<file path="src/rtl/support_io_pkg.sv">
// Shared definitions for the CPU-to-device IO switch: FSM states, default
// parameter values and the value returned for unmapped or timed-out reads.
package support_io_pkg;

  typedef enum logic [1:0] {
    ST_IDLE   = 2'd0,
    ST_STROBE = 2'd1,
    ST_DONE   = 2'd2
  } state_e;

  localparam int unsigned NDEV_DEF        = 16;
  localparam int unsigned SUB_AW_DEF      = 4;
  localparam int unsigned TIMEOUT_CYC_DEF = 255;

  localparam logic [7:0] UNMAPPED_RD = 8'hFF;

endpackage

</file>
<file path="src/rtl/support_io_decode.sv">
// Device index to active-low one-hot select; all ones when en_i is low or
// the index does not address an existing device.
module support_io_decode
  import support_io_pkg::*;
#(
  parameter int unsigned NDEV = NDEV_DEF,
  parameter int unsigned IDXW = 8 - SUB_AW_DEF
) (
  input  logic            en_i,
  input  logic [IDXW-1:0] idx_i,
  output logic [NDEV-1:0] n_sel_o
);

  always_comb begin
    n_sel_o = '1;
    for (int unsigned k = 0; k < NDEV; k++) begin
      if (en_i && (idx_i == IDXW'(k))) n_sel_o[k] = 1'b0;
    end
  end

endmodule

</file>
<file path="src/rtl/support_io_switch.sv">
// CPU IO switch: routes one CPU IO cycle to one of NDEV device ports and
// holds the CPU in wait until the device answers. Optional timeout: SUPPORT_IO_TIMEOUT_EN.
module support_io_switch
  import support_io_pkg::*;
#(
  parameter int unsigned NDEV        = NDEV_DEF,
  parameter int unsigned SUB_AW      = SUB_AW_DEF,
  parameter int unsigned TIMEOUT_CYC = TIMEOUT_CYC_DEF
) (
  input  logic                clk_i,
  input  logic                rst_i,
  input  logic [7:0]          A_i,
  input  logic [7:0]          D_i,
  output logic [7:0]          D_o,
  input  logic                nrd_i,
  input  logic                nwr_i,
  input  logic                niorq_i,
  output logic                nwait_o,
  output logic [SUB_AW-1:0]   A_o,
  output logic [7:0]          io_o,
  output logic [NDEV-1:0]     nrd_o,
  output logic [NDEV-1:0]     nwr_o,
  input  logic [8*NDEV-1:0]   io_i,
  input  logic [NDEV-1:0]     rdy_i,
  output logic                timeout_o,
  input  logic                timeout_clr_i
);

  localparam int unsigned IDXW = 8 - SUB_AW;

  state_e              state_q;
  logic                wr_q;
  logic [SUB_AW-1:0]   a_q;
  logic [7:0]          io_q;
  logic [7:0]          d_q;
  logic [NDEV-1:0]     nrd_q;
  logic [NDEV-1:0]     nwr_q;

  logic                req;
  logic                req_wr;
  logic [IDXW-1:0]     idx_w;
  logic                mapped;
  logic [NDEV-1:0]     sel_n;
  logic                rdy_hit;
  logic [7:0]          rd_data;
  logic                expire;

  assign req    = ~niorq_i & (~nrd_i | ~nwr_i);
  assign req_wr = ~nwr_i;
  assign idx_w  = A_i[7:SUB_AW];
  assign mapped = (32'(idx_w) < NDEV);

  support_io_decode #(
    .NDEV (NDEV),
    .IDXW (IDXW)
  ) u_decode (
    .en_i    (mapped),
    .idx_i   (idx_w),
    .n_sel_o (sel_n)
  );

  // The latched strobes themselves carry the selected device, so ready and
  // read data are picked by the low strobe bit rather than a stored index.
  assign rdy_hit = |(rdy_i & ~(nrd_q & nwr_q));

  always_comb begin
    rd_data = UNMAPPED_RD;
    for (int unsigned k = 0; k < NDEV; k++) begin
      if (!nrd_q[k]) rd_data = io_i[8*k +: 8];
    end
  end

`ifdef SUPPORT_IO_TIMEOUT_EN
  logic [15:0] cnt_q;
  logic [15:0] cnt_d;
  logic        to_q;

  assign expire = (state_q == ST_STROBE) && !rdy_hit &&
                  (cnt_q == 16'(TIMEOUT_CYC - 1));

  always_comb begin
    cnt_d = cnt_q;
    if (state_q == ST_IDLE)        cnt_d = '0;
    else if (state_q == ST_STROBE) cnt_d = cnt_q + 16'd1;
  end

  always_ff @(posedge clk_i or posedge rst_i) begin
    if (rst_i) begin
      cnt_q <= '0;
      to_q  <= 1'b0;
    end else begin
      cnt_q <= cnt_d;
      if (expire)             to_q <= 1'b1;
      else if (timeout_clr_i) to_q <= 1'b0;
    end
  end

  assign timeout_o = to_q;
`else
  logic unused_clr;
  assign unused_clr = timeout_clr_i;
  assign expire     = 1'b0;
  assign timeout_o  = 1'b0;
`endif

  always_ff @(posedge clk_i or posedge rst_i) begin
    if (rst_i) begin
      state_q <= ST_IDLE;
      wr_q    <= 1'b0;
      a_q     <= '0;
      io_q    <= '0;
      d_q     <= UNMAPPED_RD;
      nrd_q   <= '1;
      nwr_q   <= '1;
    end else begin
      case (state_q)
        ST_IDLE: begin
          if (req) begin
            wr_q <= req_wr;
            a_q  <= A_i[SUB_AW-1:0];
            io_q <= D_i;
            if (mapped) begin
              state_q <= ST_STROBE;
              nrd_q   <= req_wr ? '1 : sel_n;
              nwr_q   <= req_wr ? sel_n : '1;
            end else begin
              state_q <= ST_DONE;
              if (!req_wr) d_q <= UNMAPPED_RD;
            end
          end
        end
        ST_STROBE: begin
          if (rdy_hit || expire) begin
            state_q <= ST_DONE;
            nrd_q   <= '1;
            nwr_q   <= '1;
            if (!wr_q) d_q <= rdy_hit ? rd_data : UNMAPPED_RD;
          end
        end
        ST_DONE: begin
          if (!req) state_q <= ST_IDLE;
        end
        default: state_q <= ST_IDLE;
      endcase
    end
  end

  assign nwait_o = rst_i | ~(((state_q == ST_IDLE) && req) || (state_q == ST_STROBE));

  assign A_o   = a_q;
  assign io_o  = io_q;
  assign D_o   = d_q;
  assign nrd_o = nrd_q;
  assign nwr_o = nwr_q;

endmodule

</file>
<file path="config.mk">
export PLATFORM = sky130hd
export DESIGN_NAME = support_io_switch
export DESIGN_NICKNAME = d
export VERILOG_FILES = /design/src/rtl/support_io_pkg.sv /design/src/rtl/support_io_decode.sv /design/src/rtl/support_io_switch.sv
export SDC_FILE = /design/constraint.sdc
export NUM_CORES = 1
export LEC_CHECK = 0
export ABC_AREA = 1
export BUFFER_PORTS_ARGS = -buffer_cell sky130_fd_sc_hd__buf_2
export CAP_MARGIN = 20
export CORE_MARGIN = 2
export CORE_UTILIZATION = 33
export DETAILED_ROUTE_END_ITERATION = 6
export PLACE_DENSITY_LB_ADDON = 0.12
export REMOVE_ABC_BUFFERS = 1
export SLEW_MARGIN = 5
export SYNTH_ARGS = -nofsm -noshare
export SYNTH_HDL_FRONTEND = slang
export SYNTH_SLANG_ARGS = --single-unit
</file>
<file path="constraint.sdc">
create_clock -name clk_i -period 1.6 [get_ports clk_i]
set_input_delay 0.08 -clock clk_i [delete_from_list [all_inputs] [get_ports clk_i]]
set_output_delay 0.08 -clock clk_i [all_outputs]
set_load 0.01 [all_outputs]
</file>
==> key figures <==
Synthesis
  – Top cell type's share of synthesized area: 0.277
  – XOR/XNOR share of the synthesized area: 0
  – Top-count cell post-synth: nand2_1
  – Post-synth top area cell: dfstp_2
  – FF+latch count, synth: 55
  – Seq/Total Area, Yosys: 0.375
  – Simple logic cell fraction of the synthesized area: 0.424
  – Synth Area in Adders: 0
  – EDFF count, synth: 0
  – Synth Area in Compound Gates: 0.132
  – Avg Cell Area, Syn: between 6 and 7 um^2
  – Post-synth top flop: dfstp_2
  – Mux cell area share after synthesis: 0
  – Synth cell types: 20
  – Top post-synthesis cells by count: nand2_1 (223), nor2_1 (188), a21oi_1 (57)
  – Main combinational cell family by area after synthesis: simple AND/OR/NAND/NOR gates
  – Synth warn: 0
  – Area contributors post-synth: dfstp_2 (28%), nand2_1 (22%), nor2_1 (19%), dfrtp_1 (9.9%), a21oi_1 (7.5%)
  – Mapped Area: 3800 um^2
  – Syn Inst Count: 622
  – FFs w/ async S/R, synth: 1.00

Pwr
  – Logic gate share of total power: 0.677
  – Pwr Density: 1620 nW/um^2
  – Peak VDD IR: 0.00107 V
  – Pleak: 3.28 nW
  – Seq pwr share: 0.214
  – NetSw: roughly 4.5 mW
  – Clk network pwr share: 0.108
  – Sw Share: 0.440
  – Int Power: roughly 5.8 mW

Critical path
  – CP delay by family, top: simple AND/OR/NAND/NOR gates
  – CP required: about 1.8 ns
  – CP peak stage delay: roughly 0.56 ns
  – Worst Setup Start Kind: register
  – Critical Path Fanout Max: 6
  – Setup CP Type: reg -> reg
  – Crit path max-delay cell type: dfstp_2
  – Critical path origin: nrd_o[1]
  – Most used cell, CP: nand2_1
  – CP Capture Type: register
  – CP Cell Sequence: buf_4, nand2_1, nand2_1, nand4_1, nor2_1, nand2_2, nand2_4, nand2_8, buf_12, clkbuf_16, nor2_4, a31oi_4
  – Buf+Inv Stages, Crit Path: 3
  – CP Data Arrival Time: roughly 2.2 ns
  – Start of the worst register-to-register path: nrd_o[1]

Global routing
  – First-pass GRT wire length: about 22000 um
  – Number of global-route vias before repair: 4698
  – GR Overflow Total: 0
  – GRT Resource Usage Total: 0.220
  – Antenna violations before repair: 1
  – Largest net degree at the start of global routing: 33

Placement
  – I/O Buffers: roughly 220
  – GP Congestion: around 0.93
  – Detailed Place HPWL: between 10000 and 15000 um

Clock network
  – Clock slew at reported path FFs: about 0.080 ns
  – Clk Tree Root Cell: clkbuf_16
  – H-tree levels: 2
  – CTS sink count: 55
  – Worst-Skew Late Latency: approximately 0.30 ns
  – CTS tree: built
  – Clock buffer depth: 2
  – CTS buffer count: 5

Layout
  – Antenna diodes: 0
  – Share of cells above drive strength 1: 0.447
  – Fin nets: ~1.1k
  – Area Overhead vs Synth: 67.6%

Drt
  – Top sig layer: met5
  – Routed length per placed instance: 14.1 um
  – DRT iter0 DRCs: 302
  – Mean number of vias per cell: between 4 and 5
  – Routed met3 length: 958 um
  – Post-route DRC: 0
  – DRT met1 WL: between 6000 and 7000 um
  – TritonRoute pass-1 iters: 4
  – Met2 WL: about 7000 um
  – Antenna viol nets, final: 0
  – DR vias: between 4k and 5k
  – Final wirelength: 14600 um

Floorplanning
  – Ports: 220
  – Initial core utilization: 0.336
  – CORE AREA: 11300 um^2
  – Row count: 39
  – Die ar.: 12400 um^2
  – Die X: 111 um
  – Die boundary height: ~110 um

STA
  – Minimum clock period: 1.96 ns
  – RSZ-0062 raised after global routing: true
  – Setup Skew: approximately 0.0098 ns
  – Slew @ Worst Pin: ~0.52 ns
  – Final setup TNS: -11.63 ns
  – Final Cycle Share: 1.23
  – Endpoints failing hold: 0
  – Slew Limit Fails: 0
  – Fmax: about 510 MHz
  – Slew HR: 0.651
  – Final worst slack: -0.362 ns
  – Final setup fails: 42
  – WHS: 0.0347 ns

Job
  – MaxCap Viol Count: 0

Worst hold path
  – Hold Path Origin: nwr_i
  – HP Class: in -> reg

Outcome
  – Outcome: complete, but fails checks
  – Failing checks: setup timing
==> through the flow <==
step / total power [mW] / area, um^2 / cells / worst slack (ns) / utilization
floorplan: 4.77 / 3630 / 592 / -0.354 / -
global placement: 6.51 / 5220 / 991 / -0.200 / 0.461
detailed placement: 6.58 / 5220 / 991 / -0.226 / 0.461
CTS: 9.21 / 5930 / 1026 / -0.225 / 0.524
global route: 11.1 / 6360 / 1034 / -0.421 / 0.562
finish: 10.3 / 6360 / 1034 / -0.362 / 0.562
==> final timing paths <==
check | endpoint | slack (ns) | depth (start not counted)
max | nwr_o[3] | -0.36 | 12
min | wr_q | 0.03 | 2
max reg2reg | nwr_o[3] | -0.36 | 12
min reg2reg | D_o[0] | 0.47 | 2
max in group asynchronous | nrd_o[5] | 0.83 | 4
min in group asynchronous | state_q[1] | 0.39 | 4
==> power groups by stage <==
stage               Clock (mW)  Sequential [mW]  Combinational [mW]
detailed placement           0             2.21                4.37
floorplan                    0             2.43                2.34
global placement             0             2.20                4.31
global route              1.20             2.26                7.59
CTS                       1.12             2.20                5.89
finish                    1.11             2.21                6.97
==> registers in the layout, indices dropped and copies added (netlist names) <==
| name | count |
|---|---|
| A_o | 4 |
| D_o | 8 |
| nwr_o | 16 |
| wr_q | 1 |
| io_o | 8 |
| nrd_o | 16 |
| state_q | 2 |
==> logic make-up (layout without fill, tap and decap cells) <==
| family | Yosys count | after routing |
|---|---|---|
| AND/OR/NAND/NOR | 422 | 422 |
| AO/OA/AOI/OAI | 92 | 92 |
| flip-flops | 55 | 55 |
| buffers and inverters | 52 | 321 |
| other | 1 | 1 |
==> routing by layer <==
| metal | vias to the layer above | GRT usage |
|---|---|---|
| met3 | 34 | 0.0443 |
| met5 | - | 0 |
| met4 | 2 | 0.0790 |
| met1 | 2170 | 0.273 |
| li1 | 2500 | - |
| met2 | 176 | 0.378 |
==> placed cells by master (no fill, tap or decap), types with 4 or more instances in the layout <==
master         count
inv_2              6
a31oi_1           12
nand2_2            8
nor2_1           156
a31oi_4           17
nand4_1            4
buf_16             5
clkbuf_16          8
buf_2            217
dlygate4sd3_1     13
nand2_1          216
nor2_4            16
dfrtp_1           15
dfstp_2           40
a21oi_1           57
nor2_2            18
inv_1             15
buf_4             43
buf_12             8
==> repair_timing <==
item,CTS,global route
cloned,5,3
buffers inserted,9,5
hold buffers,13,0
endpoints found under the setup margin,40,43
gates resized for setup,40,59
pin swaps,3,2
endpoints found under the hold margin,27,0
==> final cells by class <==
type	count	area (um^2)
repair buffers	291	1930
clock inverters	2	16.3
well taps	143	179
clock buffers	6	129
flip-flops and latches	55	1430
inverters	22	85.1
fillers	1098	4960
multi-input cells	515	2590
Note: power is estimated with default switching activity, not from simulation.
